==> src/rtl/serial_adder_ctrl.sv <==
// serial_adder_ctrl: digit-serial adder sequencer.
// Accepts one WIDTH-bit add per in_valid/in_ready handshake and evaluates it
// over NDIG = WIDTH/DIGIT cycles using a single DIGIT-bit ripple slice, with
// the inter-digit carry held in a register. The result is offered on
// out_valid/out_ready and held until the sink takes it.
//
// Ports:
//   clk, rst          clock, synchronous active-high reset
//   in_valid/in_ready operand handshake (a, b, cin sampled at the accept edge)
//   a, b, cin         operands and carry-in to bit 0
//   out_valid/out_ready result handshake
//   sum, cout, ovf    (a+b+cin) mod 2^WIDTH, carry out of MSB, signed overflow
//   busy              high while an operation is in RUN or DONE
module serial_adder_ctrl #(
    parameter int unsigned WIDTH = 32,
    parameter int unsigned DIGIT = 4
) (
    input  logic             clk,
    input  logic             rst,
    input  logic             in_valid,
    output logic             in_ready,
    input  logic [WIDTH-1:0] a,
    input  logic [WIDTH-1:0] b,
    input  logic             cin,
    output logic             out_valid,
    input  logic             out_ready,
    output logic [WIDTH-1:0] sum,
    output logic             cout,
    output logic             ovf,
    output logic             busy
);

    localparam int unsigned NDIG = WIDTH / DIGIT;
    localparam int unsigned CW   = (NDIG > 1) ? $clog2(NDIG) : 1;

    // Parameter sanity: the operand must split into whole digits.
    generate
        if ((WIDTH % DIGIT) != 0) begin : g_bad_digit
            $error("serial_adder_ctrl: WIDTH must be a multiple of DIGIT");
        end
    endgenerate

    typedef enum logic [1:0] {
        S_IDLE = 2'd0,
        S_RUN  = 2'd1,
        S_DONE = 2'd2
    } state_t;

    state_t            state_q, state_d;
    logic [WIDTH-1:0]  opa_q, opa_d;
    logic [WIDTH-1:0]  opb_q, opb_d;
    logic              carry_q, carry_d;
    logic [CW-1:0]     count_q, count_d;
    logic [WIDTH-1:0]  sum_q, sum_d;
    logic              cout_q, cout_d;
    logic              ovf_q, ovf_d;

    logic [DIGIT-1:0]  slice_sum;
    logic              slice_cout;
    logic              slice_cmsb;

    // DIGIT-bit ripple slice over the low digit of both operand registers.
    // slice_cmsb is the carry into the slice's top cell; on the final digit
    // that is the carry into bit WIDTH-1, needed for signed overflow.
    always_comb begin : p_slice
        logic c;
        c          = carry_q;
        slice_sum  = '0;
        slice_cmsb = 1'b0;
        for (int i = 0; i < int'(DIGIT); i++) begin
            if (i == int'(DIGIT) - 1) begin
                slice_cmsb = c;
            end
            slice_sum[i] = opa_q[i] ^ opb_q[i] ^ c;
            c = (opa_q[i] & opb_q[i]) | (c & (opa_q[i] ^ opb_q[i]));
        end
        slice_cout = c;
    end

    // State and datapath registers.
    always_ff @(posedge clk) begin
        if (rst) begin
            state_q <= S_IDLE;
            opa_q   <= '0;
            opb_q   <= '0;
            carry_q <= 1'b0;
            count_q <= '0;
            sum_q   <= '0;
            cout_q  <= 1'b0;
            ovf_q   <= 1'b0;
        end else begin
            state_q <= state_d;
            opa_q   <= opa_d;
            opb_q   <= opb_d;
            carry_q <= carry_d;
            count_q <= count_d;
            sum_q   <= sum_d;
            cout_q  <= cout_d;
            ovf_q   <= ovf_d;
        end
    end

    // Next-state and datapath update.
    always_comb begin
        state_d = state_q;
        opa_d   = opa_q;
        opb_d   = opb_q;
        carry_d = carry_q;
        count_d = count_q;
        sum_d   = sum_q;
        cout_d  = cout_q;
        ovf_d   = ovf_q;

        case (state_q)
            S_IDLE: begin
                if (in_valid) begin
                    opa_d   = a;
                    opb_d   = b;
                    carry_d = cin;
                    count_d = '0;
                    state_d = S_RUN;
                end
            end
            S_RUN: begin
                // New digit enters at the MS end; after NDIG shifts the
                // first digit has reached bit 0.
                sum_d   = WIDTH'({slice_sum, sum_q} >> DIGIT);
                opa_d   = opa_q >> DIGIT;
                opb_d   = opb_q >> DIGIT;
                carry_d = slice_cout;
                if (count_q == CW'(NDIG - 1)) begin
                    cout_d  = slice_cout;
                    ovf_d   = slice_cmsb ^ slice_cout;
                    state_d = S_DONE;
                end else begin
                    count_d = count_q + CW'(1);
                end
            end
            S_DONE: begin
                if (out_ready) begin
                    state_d = S_IDLE;
                end
            end
            default: begin
                state_d = S_IDLE;
            end
        endcase
    end

    // in_ready is gated by rst so no operand is taken while reset is held.
    assign in_ready  = (state_q == S_IDLE) && !rst;
    assign out_valid = (state_q == S_DONE);
    assign busy      = (state_q != S_IDLE);
    assign sum       = sum_q;
    assign cout      = cout_q;
    assign ovf       = ovf_q;

endmodule
==> config.mk <==
export PLATFORM = sky130hd
export DESIGN_NAME = serial_adder_ctrl
export DESIGN_NICKNAME = d
export VERILOG_FILES = /design/src/rtl/serial_adder_ctrl.sv
export SDC_FILE = /design/constraint.sdc
export NUM_CORES = 1
export LEC_CHECK = 0
export BUFFER_PORTS_ARGS = -buffer_cell sky130_fd_sc_hd__buf_2
export CORE_MARGIN = 2
export CORE_UTILIZATION = 50
export CTS_BUF_LIST = sky130_fd_sc_hd__clkbuf_8
export DETAILED_ROUTE_END_ITERATION = 16
export PLACE_DENSITY = 0.79
export REMOVE_ABC_BUFFERS = 1
export SKIP_LAST_GASP = 1
export SLEW_MARGIN = 10
export SYNTH_ARGS = -nofsm -noshare
export SYNTH_HDL_FRONTEND = slang
export SYNTH_SLANG_ARGS = --single-unit
==> constraint.sdc <==
create_clock -name clk -period 1.9 [get_ports clk]
set_input_delay 0.38 -clock clk [delete_from_list [all_inputs] [get_ports clk]]
set_output_delay 0.38 -clock clk [all_outputs]
set_load 0.005 [all_outputs]
==> results.txt, run 1 <==
----------------------------------------------------
[Outcome]
  Run status ... finished with violations
  Violations in the final reports ... negative setup slack

[Yosys]
  Gate count of the mapped netlist ... 529
  Average instance area after synthesis ... 8.063 um2
  Number of warnings issued by yosys ... 0
  Sequential share of the synthesized area ... 48.81%
  Cell variety after synth ... 36
  Post-Synthesis Cell Area ... 4265 um2
  Total of flip-flops plus latches after synthesis ... 104

[Clock network]
  CTS tree ... yes
  Number of sinks on the clock net ... 104
  CTS H-tree lvls ... 3
  Later-pin clock latency in the skew report ... 370 ps
  CTS Buf Count ... 9
  CTS clk-pin slew, worst paths ... 100 ps
  Worst-case clock buffer depth ... 2
  Clk Tree Root Cell ... sky130_fd_sc_hd__clkbuf_8

[STA]
  Fin worst setup slack ... -227.3 ps
  Worst relative slew slack ... 53.97%
  Worst-Margin Slew ... 688.6 ps
  Maximum clock frequency ... 470.1 MHz
  Part of the cycle the worst path needs ... 112.0%
  Number of hold violations in the final report ... 0
  Minimum clock period ... 2127 ps
  Final slew viol count ... 0
  Number of setup violations in the final report ... 4
  Setup skew after layout ... 12.04 ps
  RSZ-0062 raised after global routing ... true

[Detailed routing]
  Detailed Route Iter0 Violations ... 254
  Vias after detailed routing ... 3950
  Router iterations before antenna repair ... 5
  Routed met2 length ... 4566 um
  Number of design rule violations left after detail routing ... 0
  Via density per instance ... 5.433
  Remaining antenna violation count ... 0
  Metal1 wirelength ... 4465 um
  Per-cell routed wire length ... 13.48 um
  Top routing layer in use ... met4
  Wirelength, routed ... 9801 um
  Met3 wire len ... 606 um

[Floorplanning]
  Io pins ... 106
  Starting Density ... 51.65%
  Die footprint ... 9285 um2
  Chip Height ... 96.36 um
  Die outline width ... 96.36 um
  Core area ... 8258 um2
  Standard-cell rows ... 33

[Setup path]
  Capturing point of the worst reg2reg path ... ovf$_SDFFE_PP0P_
  Worst reg2reg path depth ... 10
  Sort of element at the start of the critical path ... flip-flop
  Worst setup EP type ... flip-flop
  Max Fanout on Critical Path ... 3
  Slack of the worst reg-to-reg path ... -230 ps
  Crit path kind ... reg -> reg
  Critical register-to-register path startpoint ... opa_q[0]$_SDFFE_PP0P_
  Signal arrival time at the worst endpoint ... 2430 ps
  Req. time, crit path ... 2200 ps

[Final layout]
  Fin nets ... 692
  Most frequent cells in the layout ... sky130_fd_sc_hd__a21oi_1 (141), sky130_fd_sc_hd__nand2_1 (121), sky130_fd_sc_hd__buf_2 (105)
  Area taken by flip-flops and latches ... 2085 um2
  Share of cells above drive strength 1 ... 25.88%
  P&R area growth vs syn ... 19.13%
  Most common library cell in the layout ignoring fill and taps ... sky130_fd_sc_hd__a21oi_1
  Final core occ ... 61.53%
  Area of the multi-input gates ... 1913 um2
  Number of filler instances in the final layout ... 754
  Ant. Diodes ... 0
  Post-route standard cell area excluding fillers ... 5081 um2

[Global route]
  Antenna violations before repair ... 0
  Global-route wire length before repair ... 15690 um
  Pin count of the biggest net entering global routing ... 50
  Total global routing overflow ... 0
  Total GRT Usage ... 21.43%
  Vias in the first global route ... 3497

[Pwr]
  Cell-internal power ... 3.114 mW
  Worst ir drop on vdd ... 0.3905 mV
  Sequential power share ... 55.3%
  Part of the total power dissipated in combinational logic ... 15.1%
  Switching share of power ... 28.22%
  Total power after layout ... 4.339 mW
  P per Cell Area ... 853.9 nW/um2
  Leakage ... 2.178 nW
  Power share of the clock group ... 29.6%
  Sw power ... 1.225 mW

[Flow run]
  Max-cap check violation count ... 0

[Worst hold path]
  Hold endpoint ... opb_q[16]$_SDFFE_PP0P_
  Number of cells traversed by the worst hold path ... 3
  Classification of the worst-slack hold path ... in -> reg
  Hold path startpoint ... b[16]

[Placed design]
  Placed cell area ... 4855 um2
  Quantity of I/O buffers inserted on ports ... 105
  Detailed Place HPWL ... 6474 um
  Final Wtd Congestion ... 0.7598

----------------------------------------------------
-- through the flow --
stage / std cells / TNS (ps) / hold WS (ps) / setup slack (ps)
after floorplan: 481 / -11690 / 442.2 / -294.2
after global placement: 710 / -515.1 / 437.9 / -209.9
after detailed placement: 710 / -714.9 / 444.9 / -266.5
after CTS: 726 / -460.3 / 232.1 / -190.2
after global routing: 727 / -1108 / 228.4 / -345.6
final: 727 / -697.7 / 237.2 / -227.3
-- worst max path at each step --
| stage | cells after the start | slack (ps) | endpoint | start |
|---|---|---|---|---|
| 2_1_floorplan | 3 | -290 | opb_q[3]$_SDFFE_PP0P_ | state_q[0]$_SDFFE_PP0P_ |
| 3_5_place_dp | 10 | -270 | ovf$_SDFFE_PP0P_ | opa_q[0]$_SDFFE_PP0P_ |
| 6_report | 10 | -230 | ovf$_SDFFE_PP0P_ | opa_q[0]$_SDFFE_PP0P_ |
| 5_1_grt | 10 | -350 | ovf$_SDFFE_PP0P_ | opa_q[0]$_SDFFE_PP0P_ |
| 4_1_cts | 8 | -190 | sum[31]$_SDFFE_PP0P_ | opa_q[0]$_SDFFE_PP0P_ |
| 3_3_place_gp | 8 | -210 | sum[31]$_SDFFE_PP0P_ | opa_q[0]$_SDFFE_PP0P_ |
-- critical path: stages (launching register included) --
cell and delay, ps:
sky130_fd_sc_hd__dfxtp_2 350, sky130_fd_sc_hd__fa_2 380, sky130_fd_sc_hd__inv_2 60, sky130_fd_sc_hd__fa_2 180, sky130_fd_sc_hd__inv_2 40, sky130_fd_sc_hd__fa_2 340
sky130_fd_sc_hd__inv_2 70, sky130_fd_sc_hd__fa_2 230, sky130_fd_sc_hd__xnor2_2 130, sky130_fd_sc_hd__nand3_1 130, sky130_fd_sc_hd__a21oi_2 160
-- layer usage --
layer	global-route usage, %	vias to the layer above
li1	-	1974
met1	27.23	1826
met2	36.40	136
met3	4.385	14
met4	6.925	0
met5	0	-
-- layout make-up --
type | count | area share, %
Clock buffer | 10 | 2.709
Clock inverter | 6 | 0.9111
Inverter | 8 | 0.5910
Multi-Input combinational cell | 369 | 37.65
Sequential cell | 104 | 41.02
Tap cell | 105 | 2.586
Timing Repair Buffer | 125 | 14.53
-- Yosys cell counts (all sizes together) --
cell type	number	area (um2)
ha	2	25.02
o211ai	1	7.510
nand3b	1	7.510
fa	4	80.08
dfxtp	104	2082
nand3	1	5.000
a31oi	1	6.260
or2	1	6.260
o21ai	55	275.3
a211oi	2	15.01
a221oi	4	41.29
a21oi	142	710.7
nand2b	3	26.27
a311oi	1	8.760
or3	1	6.260
o21bai	1	18.77
o21ba	1	10.01
clkbuf	17	68.82
inv	8	30.03
buf	31	203.9
a22oi	8	60.06
nor3b	1	12.51
nor2	11	41.29
or3b	1	8.760
o21a	1	7.510
nor2b	2	20.02
nand2	121	454.2
xnor2	1	8.760
o2111ai	2	17.52
-- state kept, by name, indices dropped and copies added (netlist names) --
register  cells
opa_q        32
opb_q        32
sum          32
count_q       3
state_q       2
carry_q       1
cout          1
ovf           1
-- cells by family (layout without fill, tap and decap cells) --
group,count (synthesis),after routing,synth area share (%)
compound gates,219,219,27.63
flops,104,104,48.81
simple gates,143,143,13.79
xor+xnor,1,1,0.2054
fa+ha+maj,6,6,2.464
buf+inv,56,149,7.099
-- power by group through the flow --
stage | registers (mW) | clock network [mW] | logic, mW
after global routing | 2.41 | 1.38 | 0.746
final | 2.40 | 1.28 | 0.656
after CTS | 2.40 | 1.30 | 0.650
after global placement | 2.44 | 0 | 0.622
after floorplan | 2.43 | 0 | 0.364
after detailed placement | 2.45 | 0 | 0.638
-- repair_timing --
item	CTS	global route
endpoints found under the setup margin	4	4
hold buffers	0	0
buffers inserted	0	1
resized for setup	9	4
pin swaps	1	1
Note: power is estimated with default switching activity, not from simulation.
==> inputs of run 2 (changes only) <==
--- a/config.mk
+++ b/config.mk
@@ -6,11 +6,12 @@
 export NUM_CORES = 1
 export LEC_CHECK = 0
 export BUFFER_PORTS_ARGS = -buffer_cell sky130_fd_sc_hd__buf_2
+export CAP_MARGIN = 10
 export CORE_MARGIN = 2
-export CORE_UTILIZATION = 50
+export CORE_UTILIZATION = 55
 export CTS_BUF_LIST = sky130_fd_sc_hd__clkbuf_8
 export DETAILED_ROUTE_END_ITERATION = 16
-export PLACE_DENSITY = 0.79
+export PLACE_DENSITY = 0.82
 export REMOVE_ABC_BUFFERS = 1
 export SKIP_LAST_GASP = 1
 export SLEW_MARGIN = 10
==> constraint.sdc (replaced) <==
create_clock -name clk -period 2.3 [get_ports clk]
set_input_delay 0.46 -clock clk [delete_from_list [all_inputs] [get_ports clk]]
set_output_delay 0.46 -clock clk [all_outputs]
set_load 0.005 [all_outputs]
==> run 2 against run 1 <==
Net effect:
- clock power is 6% lower
- global-route usage is 0.95 points higher
- cell area is 1.8% lower
- the run now ends clean
- core utilization is 4.1 points higher
- flip-flop and latch count stayed put
- non-clock buffer count is 9 lower
- sequential share of layout area is 0.75 points higher
- die area is 8.7% lower
==> results.txt, run 2 (synthesis gave the netlist of run 1 again) <==
----------------------------------------------------
[Global route]
  Global-route wire length before repair ... 15580 um (-0.70%)
  Pin count of the biggest net entering global routing ... 68 (+36%)
  Total GRT Usage ... 22.37% (+0.95 points)
  Total global routing overflow ... 0 (unchanged)
  Vias in the first global route ... 3425 (-2.1%)
  Antenna violations before repair ... 0 (unchanged)

[Detailed routing]
  Vias after detailed routing ... 3838 (-2.8%)
  Detailed Route Iter0 Violations ... 298 (+17%)
  Wirelength, routed ... 9317 um (-4.9%)
  Via density per instance ... 5.383 (-0.93%)
  Remaining antenna violation count ... 0 (unchanged)
  Per-cell routed wire length ... 13.07 um (-3.1%)
  Number of design rule violations left after detail routing ... 0 (unchanged)
  Router iterations before antenna repair ... 4 (-1)

[Placed design]
  Post-placement setup slack ... 110.5 ps (+377.0 ps)
  Final Wtd Congestion ... 0.7377 (-2.9%)
  Quantity of I/O buffers inserted on ports ... 105 (unchanged)
  Cell total after placement ... 699 (-1.5%)
  Detailed Place HPWL ... 6063 um (-6.3%)
  Placed cell area ... 4766 um2 (-1.8%)

[Setup path]
  Sort of element at the start of the critical path ... flip-flop
  Max Fanout on Critical Path ... 3 (unchanged)
  Critical Path Most Common Cell ... sky130_fd_sc_hd__inv_1
  Ordered cell list for the critical path ... fa_1, inv_1, fa_1, inv_1, fa_2, inv_1, fa_2, xnor2_1, nand3_1, a21oi_2
  Signal arrival time at the worst endpoint ... 2420 ps (about the same)
  Worst setup EP type ... flip-flop
  Req. time, crit path ... 2600 ps (+400 ps)
  Crit path kind ... reg -> reg
  Worst-path cell with the longest stage delay ... sky130_fd_sc_hd__fa_1
  Slowest cell delay on critical path ... 400 ps (+20 ps)

[Final layout]
  Most common library cell in the layout ignoring fill and taps ... sky130_fd_sc_hd__a21oi_1
  P&R area growth vs syn ... 16.98%
  Final cell count without fillers ... 713 (-1.9%)
  Share of cells above drive strength 1 ... 23.57% (-2.3 points)
  Final core occ ... 65.59% (+4.1 points)
  Most frequent cells in the layout ... sky130_fd_sc_hd__a21oi_1 (141), sky130_fd_sc_hd__nand2_1 (121), sky130_fd_sc_hd__buf_2 (105)
  Post-route standard cell area excluding fillers ... 4990 um2 (-1.8%)
  Fin nets ... 683 (-1.3%)
  Ant. Diodes ... 0 (unchanged)

[STA]
  Maximum clock frequency ... 471.1 MHz (+0.23%)
  Part of the cycle the worst path needs ... 92.28% (-20 points)
  WHS ... 316.0 ps (+78.80 ps)
  Setup skew after layout ... 6.966 ps (-5.071 ps)
  Worst relative slew slack ... 54.58% (+0.61 points)
  Number of setup violations in the final report ... 0 (-4)
  Fin worst setup slack ... 177.5 ps (+404.8 ps)
  Final sum of negative setup slack ... 0 ps (+697.7 ps)
  Number of hold violations in the final report ... 0 (unchanged)
  RSZ-0062 raised after global routing ... false
  Worst-Margin Slew ... 678.4 ps (-10.23 ps)
  Final slew viol count ... 0 (unchanged)
  Minimum clock period ... 2123 ps (-4.794 ps)

[Clock network]
  CTS tree ... yes
  Later-pin clock latency in the skew report ... 370 ps (about the same)
  CTS clk-pin slew, worst paths ... 100 ps (about the same)
  Number of sinks on the clock net ... 104 (unchanged)
  Worst-case clock buffer depth ... 2 (unchanged)
  Number of buffers inserted for hold repair after clock tree synthesis ... 0 (unchanged)
  CTS H-tree lvls ... 3 (unchanged)
  Clk Tree Root Cell ... sky130_fd_sc_hd__clkbuf_8
  CTS Buf Count ... 9 (unchanged)

[Pwr]
  Leakage ... 2.123 nW (-2.5%)
  P per Cell Area ... 738.5 nW/um2 (-14%)
  Worst ir drop on vdd ... 0.4078 mV (+4.4%)
  Total power after layout ... 3.685 mW (-15%)

[Floorplanning]
  Io pins ... 106 (unchanged)
  Die outline width ... 92.07 um (-4.5%)
  Starting Density ... 56.07% (+4.4 points)
  Core area ... 7607 um2 (-7.9%)
  Die footprint ... 8476 um2 (-8.7%)
  Chip Height ... 92.07 um (-4.5%)
  Standard-cell rows ... 32 (-3.0%)

[Outcome]
  Run status ... completed

[Flow run]
  Max-cap check violation count ... 0 (unchanged)

[Worst hold path]
  Classification of the worst-slack hold path ... in -> reg

----------------------------------------------------
run 2: changes by cell type in the layout (fill, tap and decap cells not counted), moves of 2 or more:
cell and change:
sky130_fd_sc_hd__inv_1 +2, sky130_fd_sc_hd__bufinv_16 +2, sky130_fd_sc_hd__buf_4 -7, sky130_fd_sc_hd__buf_12 -2, sky130_fd_sc_hd__fa_2 -2, sky130_fd_sc_hd__clkinv_4 -3
sky130_fd_sc_hd__inv_2 -3, sky130_fd_sc_hd__fa_1 +2
run 2: final timing paths:
check                           endpoint  cells past startpoint             startpoint  slack, ps
setup / recovery        ovf$_SDFFE_PP0P_                     10  opa_q[0]$_SDFFE_PP0P_        180
hold / removal    opb_q[15]$_SDFFE_PP0P_                      3                  b[15]        320
setup reg to reg        ovf$_SDFFE_PP0P_                     10  opa_q[0]$_SDFFE_PP0P_        180
hold reg to reg      sum[3]$_SDFFE_PP0P_                      2    sum[3]$_SDFFE_PP0P_        460
run 2: per-layer routing:
metal / share of wire [%] / GRT usage, % / vias to the layer above / wire [um]
met3: 5.5 / 3.451 / 13 / 514
met2: 45 / 35.72 / 109 / 4223
met4: 1.8 / 8.458 / 0 / 170
met1: 47 / 30.70 / 1765 / 4409
met5: 0 / 0 / - / 0
li1: - / - / 1951 / -
run 2: critical path, delay by kind of cell, from the launching register on:
family	cells	cell delay, ps
AND/OR/NAND/NOR	1	120
adder cells (fa/ha/maj)	4	1120
AO/OA/AOI/OAI	1	160
XOR/XNOR	1	120
buffers and inverters	3	200
flip-flops	1	340
run 2: timing repair:
item	CTS	global route
endpoints found under the setup margin	0	2
setup buffers	0	0
resized for setup	0	6
run 2: report_power, final:
| part | internal [mW] | switching, mW |
|---|---|---|
| Clock | 0.603 | 0.598 |
| Sequential | 1.92 | 0.0633 |
| Combinational | 0.202 | 0.301 |
| Total | 2.72 | 0.963 |
run 2: final cells by class:
class | count | area [um2]
clock buffer | 9 | 123.9
clock inverter | 5 | 83.83
fill | 685 | 2618
inverter | 8 | 30.03
multi-input combinational | 369 | 1894
sequential | 104 | 2085
tap | 102 | 127.6
timing repair buffer | 116 | 645.6
